$ cat src/rtl/step_motor_sequencer.sv
// Step/direction pulse sequencer for a stepper motor driver, controlled over
// an Avalon-MM slave. Emits a programmed number of step pulses, tracks a
// signed position and the residual step count, and raises a level interrupt
// on move completion. Optional trapezoidal ramp is compiled in by defining
// STEP_MOTOR_SEQ_RAMP_EN; without it every step uses the constant PERIOD.
module step_motor_sequencer #(
    parameter int PULSE_W = 16
) (
    input  logic        csi_MCLK_clk,
    input  logic        rsi_MRST_reset,
    input  logic [2:0]  avs_ctrl_address,
    input  logic [31:0] avs_ctrl_writedata,
    input  logic [3:0]  avs_ctrl_byteenable,
    input  logic        avs_ctrl_write,
    input  logic        avs_ctrl_read,
    output logic [31:0] avs_ctrl_readdata,
    output logic        avs_ctrl_waitrequest,
    output logic        step,
    output logic        forward_back,
    output logic        on_off,
    input  logic        fault,
    output logic        irq
);

    typedef enum logic [1:0] {IDLE, HIGH, LOW} state_t;

    localparam logic [31:0] PW         = 32'(PULSE_W);
    localparam logic [31:0] MIN_PERIOD = 32'(2 * PULSE_W);

    state_t             state, state_n;
    logic [31:0]        cnt;
    logic               dir_cfg, irq_en, enable;
    logic [31:0]        steps_cfg, period_cfg;
    logic               done, fault_latched, abort_pend;
    logic signed [31:0] position;
    logic [31:0]        remaining;
    logic [31:0]        cur_period, eff_period, low_len;
    logic               wr_ctrl, start_ok, abort_req, set_done;
    logic               high_end, low_end, start_go, step_adv, busy;
`ifdef STEP_MOTOR_SEQ_RAMP_EN
    logic [31:0]        start_cfg, accel_cfg;
    logic [31:0]        sh_period, sh_start, sh_accel, accel_cnt;
    logic               ramp_on;
`endif

    // Byte-lane merge for the byteenable-qualified configuration registers.
    function automatic logic [31:0] merge(input logic [31:0] old,
                                          input logic [31:0] nw,
                                          input logic [3:0]  be);
        logic [31:0] r;
        for (int i = 0; i < 4; i++)
            r[8*i +: 8] = be[i] ? nw[8*i +: 8] : old[8*i +: 8];
        return r;
    endfunction

    assign avs_ctrl_waitrequest = 1'b0;
    assign wr_ctrl    = avs_ctrl_write && (avs_ctrl_address == 3'd0);
    assign abort_req  = wr_ctrl && avs_ctrl_writedata[1];
    assign start_ok   = wr_ctrl && avs_ctrl_writedata[0] && avs_ctrl_writedata[4]
                        && !fault_latched;
    assign busy       = (state != IDLE);
    assign eff_period = (cur_period < MIN_PERIOD) ? MIN_PERIOD : cur_period;
    assign low_len    = eff_period - PW;
    assign high_end   = (state == HIGH) && (cnt == PW - 32'd1);
    assign low_end    = (state == LOW) && (cnt == low_len - 32'd1);
    assign start_go   = (state == IDLE) && (state_n == HIGH);
    assign step_adv   = (state == LOW) && (state_n == HIGH);
    assign on_off     = enable && !fault_latched;
    assign irq        = done && irq_en;

    // Host-writable configuration; the running move works from shadow copies.
    always_ff @(posedge csi_MCLK_clk or posedge rsi_MRST_reset) begin
        if (rsi_MRST_reset) begin
            dir_cfg    <= 1'b0;
            irq_en     <= 1'b0;
            enable     <= 1'b0;
            steps_cfg  <= '0;
            period_cfg <= '0;
`ifdef STEP_MOTOR_SEQ_RAMP_EN
            start_cfg  <= '0;
            accel_cfg  <= '0;
`endif
        end else if (avs_ctrl_write) begin
            case (avs_ctrl_address)
                3'd0: begin
                    dir_cfg <= avs_ctrl_writedata[2];
                    irq_en  <= avs_ctrl_writedata[3];
                    enable  <= avs_ctrl_writedata[4];
                end
                3'd1: steps_cfg  <= merge(steps_cfg, avs_ctrl_writedata, avs_ctrl_byteenable);
                3'd2: period_cfg <= merge(period_cfg, avs_ctrl_writedata, avs_ctrl_byteenable);
`ifdef STEP_MOTOR_SEQ_RAMP_EN
                3'd3: start_cfg  <= merge(start_cfg, avs_ctrl_writedata, avs_ctrl_byteenable);
                3'd4: accel_cfg  <= merge(accel_cfg, avs_ctrl_writedata, avs_ctrl_byteenable);
`endif
                default: ;
            endcase
        end
    end

    // Next-state logic; a driver fault overrides everything and parks in IDLE.
    always_comb begin
        state_n  = state;
        set_done = 1'b0;
        if (fault) begin
            state_n = IDLE;
        end else begin
            case (state)
                IDLE: if (start_ok) begin
                    if (steps_cfg == '0) set_done = 1'b1;
                    else                 state_n  = HIGH;
                end
                HIGH: if (high_end) begin
                    if (abort_pend || abort_req) begin
                        state_n  = IDLE;
                        set_done = 1'b1;
                    end else begin
                        state_n  = LOW;
                    end
                end
                LOW: if (abort_req || (low_end && remaining == '0)) begin
                    state_n  = IDLE;
                    set_done = 1'b1;
                end else if (low_end) begin
                    state_n  = HIGH;
                end
                default: state_n = IDLE;
            endcase
        end
    end

    // State, phase counter and a registered step output (glitch-free pin).
    always_ff @(posedge csi_MCLK_clk or posedge rsi_MRST_reset) begin
        if (rsi_MRST_reset) begin
            state <= IDLE;
            cnt   <= '0;
            step  <= 1'b0;
        end else begin
            state <= state_n;
            cnt   <= (state_n != state || state == IDLE) ? '0 : cnt + 32'd1;
            step  <= (state_n == HIGH);
        end
    end

    // Move bookkeeping: position/remaining update on every entry to HIGH.
    always_ff @(posedge csi_MCLK_clk or posedge rsi_MRST_reset) begin
        if (rsi_MRST_reset) begin
            forward_back <= 1'b0;
            position     <= '0;
            remaining    <= '0;
            abort_pend   <= 1'b0;
        end else begin
            if (start_go) begin
                remaining    <= steps_cfg - 32'd1;
                forward_back <= avs_ctrl_writedata[2];
                position     <= avs_ctrl_writedata[2] ? position + 32'sd1 : position - 32'sd1;
            end else if (step_adv) begin
                remaining    <= remaining - 32'd1;
                position     <= forward_back ? position + 32'sd1 : position - 32'sd1;
            end
            if (state_n == IDLE)
                abort_pend <= 1'b0;
            else if (abort_req && state == HIGH)
                abort_pend <= 1'b1;
        end
    end

    // Sticky status flags: any STATUS write clears, a new event wins.
    always_ff @(posedge csi_MCLK_clk or posedge rsi_MRST_reset) begin
        if (rsi_MRST_reset) begin
            done          <= 1'b0;
            fault_latched <= 1'b0;
        end else begin
            if (avs_ctrl_write && avs_ctrl_address == 3'd5) begin
                done          <= 1'b0;
                fault_latched <= 1'b0;
            end
            if (start_go) done <= 1'b0;
            if (set_done) done <= 1'b1;
            if (fault)    fault_latched <= 1'b1;
        end
    end

`ifdef STEP_MOTOR_SEQ_RAMP_EN
    assign ramp_on = (sh_start > sh_period);

    // Trapezoidal profile: accelerate until PERIOD, mirror the count on the way down.
    always_ff @(posedge csi_MCLK_clk or posedge rsi_MRST_reset) begin
        if (rsi_MRST_reset) begin
            cur_period <= '0;
            sh_period  <= '0;
            sh_start   <= '0;
            sh_accel   <= '0;
            accel_cnt  <= '0;
        end else if (start_go) begin
            cur_period <= (start_cfg > period_cfg) ? start_cfg : period_cfg;
            sh_period  <= period_cfg;
            sh_start   <= start_cfg;
            sh_accel   <= accel_cfg;
            accel_cnt  <= '0;
        end else if (step_adv && ramp_on) begin
            if ({1'b0, remaining} <= {1'b0, accel_cnt} + 33'd1) begin
                if ({1'b0, cur_period} + {1'b0, sh_accel} >= {1'b0, sh_start})
                    cur_period <= sh_start;
                else
                    cur_period <= cur_period + sh_accel;
            end else if (cur_period > sh_period) begin
                accel_cnt <= accel_cnt + 32'd1;
                if ({1'b0, cur_period} > {1'b0, sh_period} + {1'b0, sh_accel})
                    cur_period <= cur_period - sh_accel;
                else
                    cur_period <= sh_period;
            end
        end
    end
`else
    // Constant-rate build: period is captured once per move.
    always_ff @(posedge csi_MCLK_clk or posedge rsi_MRST_reset) begin
        if (rsi_MRST_reset)
            cur_period <= '0;
        else if (start_go)
            cur_period <= period_cfg;
    end
`endif

    // Registered read mux; data is valid the cycle after the read strobe.
    always_ff @(posedge csi_MCLK_clk or posedge rsi_MRST_reset) begin
        if (rsi_MRST_reset) begin
            avs_ctrl_readdata <= '0;
        end else if (avs_ctrl_read) begin
            case (avs_ctrl_address)
                3'd0: avs_ctrl_readdata <= {27'd0, enable, irq_en, dir_cfg, 2'b00};
                3'd1: avs_ctrl_readdata <= steps_cfg;
                3'd2: avs_ctrl_readdata <= period_cfg;
`ifdef STEP_MOTOR_SEQ_RAMP_EN
                3'd3: avs_ctrl_readdata <= start_cfg;
                3'd4: avs_ctrl_readdata <= accel_cfg;
`else
                3'd3: avs_ctrl_readdata <= '0;
                3'd4: avs_ctrl_readdata <= '0;
`endif
                3'd5: avs_ctrl_readdata <= {29'd0, fault_latched, done, busy};
                3'd6: avs_ctrl_readdata <= position;
                3'd7: avs_ctrl_readdata <= remaining;
                default: avs_ctrl_readdata <= '0;
            endcase
        end
    end

endmodule

$ cat config.mk
export PLATFORM = sky130hd
export DESIGN_NAME = step_motor_sequencer
export DESIGN_NICKNAME = d
export VERILOG_FILES = /design/src/rtl/step_motor_sequencer.sv
export SDC_FILE = /design/constraint.sdc
export NUM_CORES = 1
export LEC_CHECK = 0
export ABC_CLOCK_PERIOD_IN_PS = 12800
export CAP_MARGIN = 20
export CORE_AREA = 2 2 195 139
export CTS_CLUSTER_SIZE = 12
export DETAILED_ROUTE_END_ITERATION = 10
export DIE_AREA = 0 0 197 141
export HOLD_SLACK_MARGIN = 0.15
export MAX_ROUTING_LAYER = met4
export PLACE_DENSITY = 0.79
export RECOVER_POWER = 50
export SETUP_SLACK_MARGIN = 0.15
export SYNTH_ARGS = -nofsm -noshare
export SYNTH_HDL_FRONTEND = slang
export SYNTH_SLANG_ARGS = --single-unit
$ cat constraint.sdc
create_clock -name csi_MCLK_clk -period 12.8 [get_ports csi_MCLK_clk]
set_input_delay 2.56 -clock csi_MCLK_clk [delete_from_list [all_inputs] [get_ports csi_MCLK_clk]]
set_output_delay 2.56 -clock csi_MCLK_clk [all_outputs]
set_load 0.01 [all_outputs]
==> impl_metrics.csv <==
group,metric,value,unit
run_status,status,"finished with violations",
run_status,violations,"max-capacitance violations, max-slew violations",
cts,clk_pin_slew,60,ps
critical_path,critPathLaunchType,"input port",
placement,place.gp.congestion,0.9353,
detailed_routing,vias_per_cell,6.511,
die,dieHeight,141,um
critical_path,cp.required,13310,ps
critical_path,slowest_delay,2660,ps
placement,hpwlAfterDp,28080,um
detailed_routing,via_count,12330,
die,dieArea,27780,um^2
timing,setup_viol,0,
synth,syn_area_per_cell,9.041,um^2
placement,pre_cts_ws,4534,ps
layout,drive_gt1_share,9.518,%
placement,io_buffer_count,79,
cts,cts_made_buffers,25,
cts,cts-resized-gates,0,
synth,synth_edf_count,0,
layout,area_growth,12.04,%
timing,fmax,115.8,MHz
layout,layoutNonFillerInstCount,1894,
timing,fin_ws,4162,ps
critical_path,cp_cell_sequence,"dlygate4sd3_1 -> clkinvlp_2 -> clkbuf_1 -> buf_4",
flow_run,cap_violations,4,
synth,netlist_area,13820,um^2
cts,cts_tree,"done",
die,ioPinCount,81,
placement,dpl.cell_count,1854,
cts,hold_buffers,0,
cts,clock_sinks,234,
die,core-area,26150,um^2
timing,finClkSkew,14.77,ps
synth,async_flop_share,100.0,%
global_route,antenna_found_initial,2,
layout,fin_nets,1593,
layout,layout_common_cells,"234 x dfrtp_1, 190 x nand2_1, 159 x nor2_1",
global_route,grt.overflow.total,0,
synth,ys.flop_type,"dfrtp_1",
timing,worst_pin_slew,4785,ps
power_and_ir_drop,leakagePower,6.635,nW
global_route,grt_pass1_vias,11560,
timing,fin_crit_sh,67.48,%
global_route,grt_max_degree,108,
synth,syn_inst,1529,
detailed_routing,drc,0,
hold_path,hold_class,"reg -> reg",
die,rows,50,
cts,cts_setup_buffers,0,
critical_path,cp_slowest_cell,"clkinvlp_2",
critical_path,crit_type,"in -> async",
synth,seq_area_frac_synth,42.36,%
detailed_routing,drt-initial-drc-count,1488,
synth,syn_nets,1578,
global_route,track_usage,29.79,%
cts,clk_path_buf_depth,3,
global_route,grt_pass1_wl,63930,um
timing,fin_crit,8638,ps
layout,mostFrequentLayoutCell,"dfrtp_1",
cts,htree_levels,1,
layout,fill_cells,2260,
power_and_ir_drop,powerDensity,128.8,nW/um^2
synth,synth_seq_cells,234,
die,start_util,52.86,%
power_and_ir_drop,p_total,0.001995,W
timing,report.final.slew_viol_count,225,
detailed_routing,firstDrtPassIters,5,
timing,setup_tns,0,ps
detailed_routing,wl_per_cell,21.10,um
cts,insertion_delay,530,ps
detailed_routing,drt_wl_total,39970,um
cts,cts_root_buf,"clkbuf_16",
die,die_x,197,um
critical_path,crit_path_end_kind,"asynchronous set/reset pin",
detailed_routing,ant_nets,0,
synth,synth_cell_types,81,
timing,rsz0062_at_grt,"no",
critical_path,crit_fanout,107,
synth,yosysWarnings,0,
power_and_ir_drop,ir_drop,104.4,uV
timing,finalHoldViolCount,0,
critical_path,arrival,9150,ps
timing,slew_headroom,-220.8,%
==> path summary, 6_finish.rpt <==
check | start | end | slack, ps | cells after the start
setup / recovery | rsi_MRST_reset | cur_period[10] | 4160 | 4
hold / removal | avs_ctrl_readdata[1] | avs_ctrl_readdata[1] | 500 | 1
setup reg to reg | cur_period[8] | position[26] | 5960 | 16
hold reg to reg | avs_ctrl_readdata[1] | avs_ctrl_readdata[1] | 500 | 1
max in group csi_MCLK_clk | avs_ctrl_address[2] | position[26] | 4900 | 12
min in group asynchronous | rsi_MRST_reset | cnt[1] | 3970 | 2
==> per-stage QoR <==
stage / util (%) / instance area [um^2] / hold WS, ps
2_1_floorplan: - / 13820 / 447.3
3_3_place_gp: 56.29 / 14720 / 490.3
3_5_place_dp: 56.29 / 14720 / 496.7
4_1_cts: 59.23 / 15490 / 511.1
5_1_grt: 59.22 / 15490 / 533.4
6_report: 59.22 / 15490 / 502.5
==> state kept, by name, summed over array words and instances (netlist names) <==
name,count
irq_en,1
abort_pend,1
done,1
steps_cfg,32
period_cfg,32
cnt,32
dir_cfg,1
position,32
state,2
step,1
fault_latched,1
enable,1
avs_ctrl_readdata,32
forward_back,1
remaining,32
cur_period,32
==> cell families after synthesis <==
| logic type | Yosys count | synth area share, % |
|---|---|---|
| and+or+nand+nor | 664 | 23.71 |
| AOI/OAI and AO/OA | 300 | 15.51 |
| DFF | 234 | 42.36 |
| buffers and inverters | 125 | 3.738 |
| xor gates and xnor gates | 105 | 6.653 |
| muxes | 95 | 7.549 |
| adders and majority gates | 5 | 0.4526 |
| other | 1 | 0.02713 |
==> metal layers <==
metal  track usage (%)  up-vias  wire, um
li1                  -     5580         -
met5                 -        -         0
met4             10.05        0      1399
met2             41.01      618     16780
met1             43.68     6030     17990
met3             5.957      103      3807
==> cell usage after synthesis, drive strengths merged (12+ instances only) <==
cell,n,area [um^2]
o31ai,18,140.1
inv,21,78.83
clkbuf,78,292.8
a22oi,58,440.4
xnor2,63,551.8
and3,32,200.2
or4,20,157.7
nand3,39,195.2
dfrtp,234,5856
mux2i,21,210.2
nor2,160,600.6
xor2,42,367.9
and2,12,75.07
a31oi,38,237.7
or3,34,212.7
nand2,190,713.2
mux2,74,833.3
nand4b,12,105.1
buf,25,141.4
nor4,38,237.7
a21oi,43,215.2
o21ai,46,234.0
nand4,14,93.84
nor3,62,310.3
==> cell type report <==
class	instances	area, um^2	area share, %
Multi-Input combinational cell	1170	7475	48.26
Timing Repair Buffer	91	877.1	5.663
Tap cell	338	422.9	2.731
Antenna cell	1	2.502	0.01616
Clock buffer	35	753.2	4.863
Inverter	22	83.83	0.5413
Sequential cell	234	5856	37.81
Clock inverter	3	17.52	0.1131
==> report_power, final <==
part / switching, W / leakage, nW / total (W) / internal (W)
clock network: 0.000295 / 0.382 / 0.000698 / 0.000403
registers: 0.0000992 / 3.09 / 0.000905 / 0.000805
logic: 0.000218 / 3.16 / 0.000392 / 0.000174
==> critical path, delay by kind of cell <==
family | cells | cell delay (ps)
buf+inv | 4 | 6490
Power figures use the tool's default switching activity.
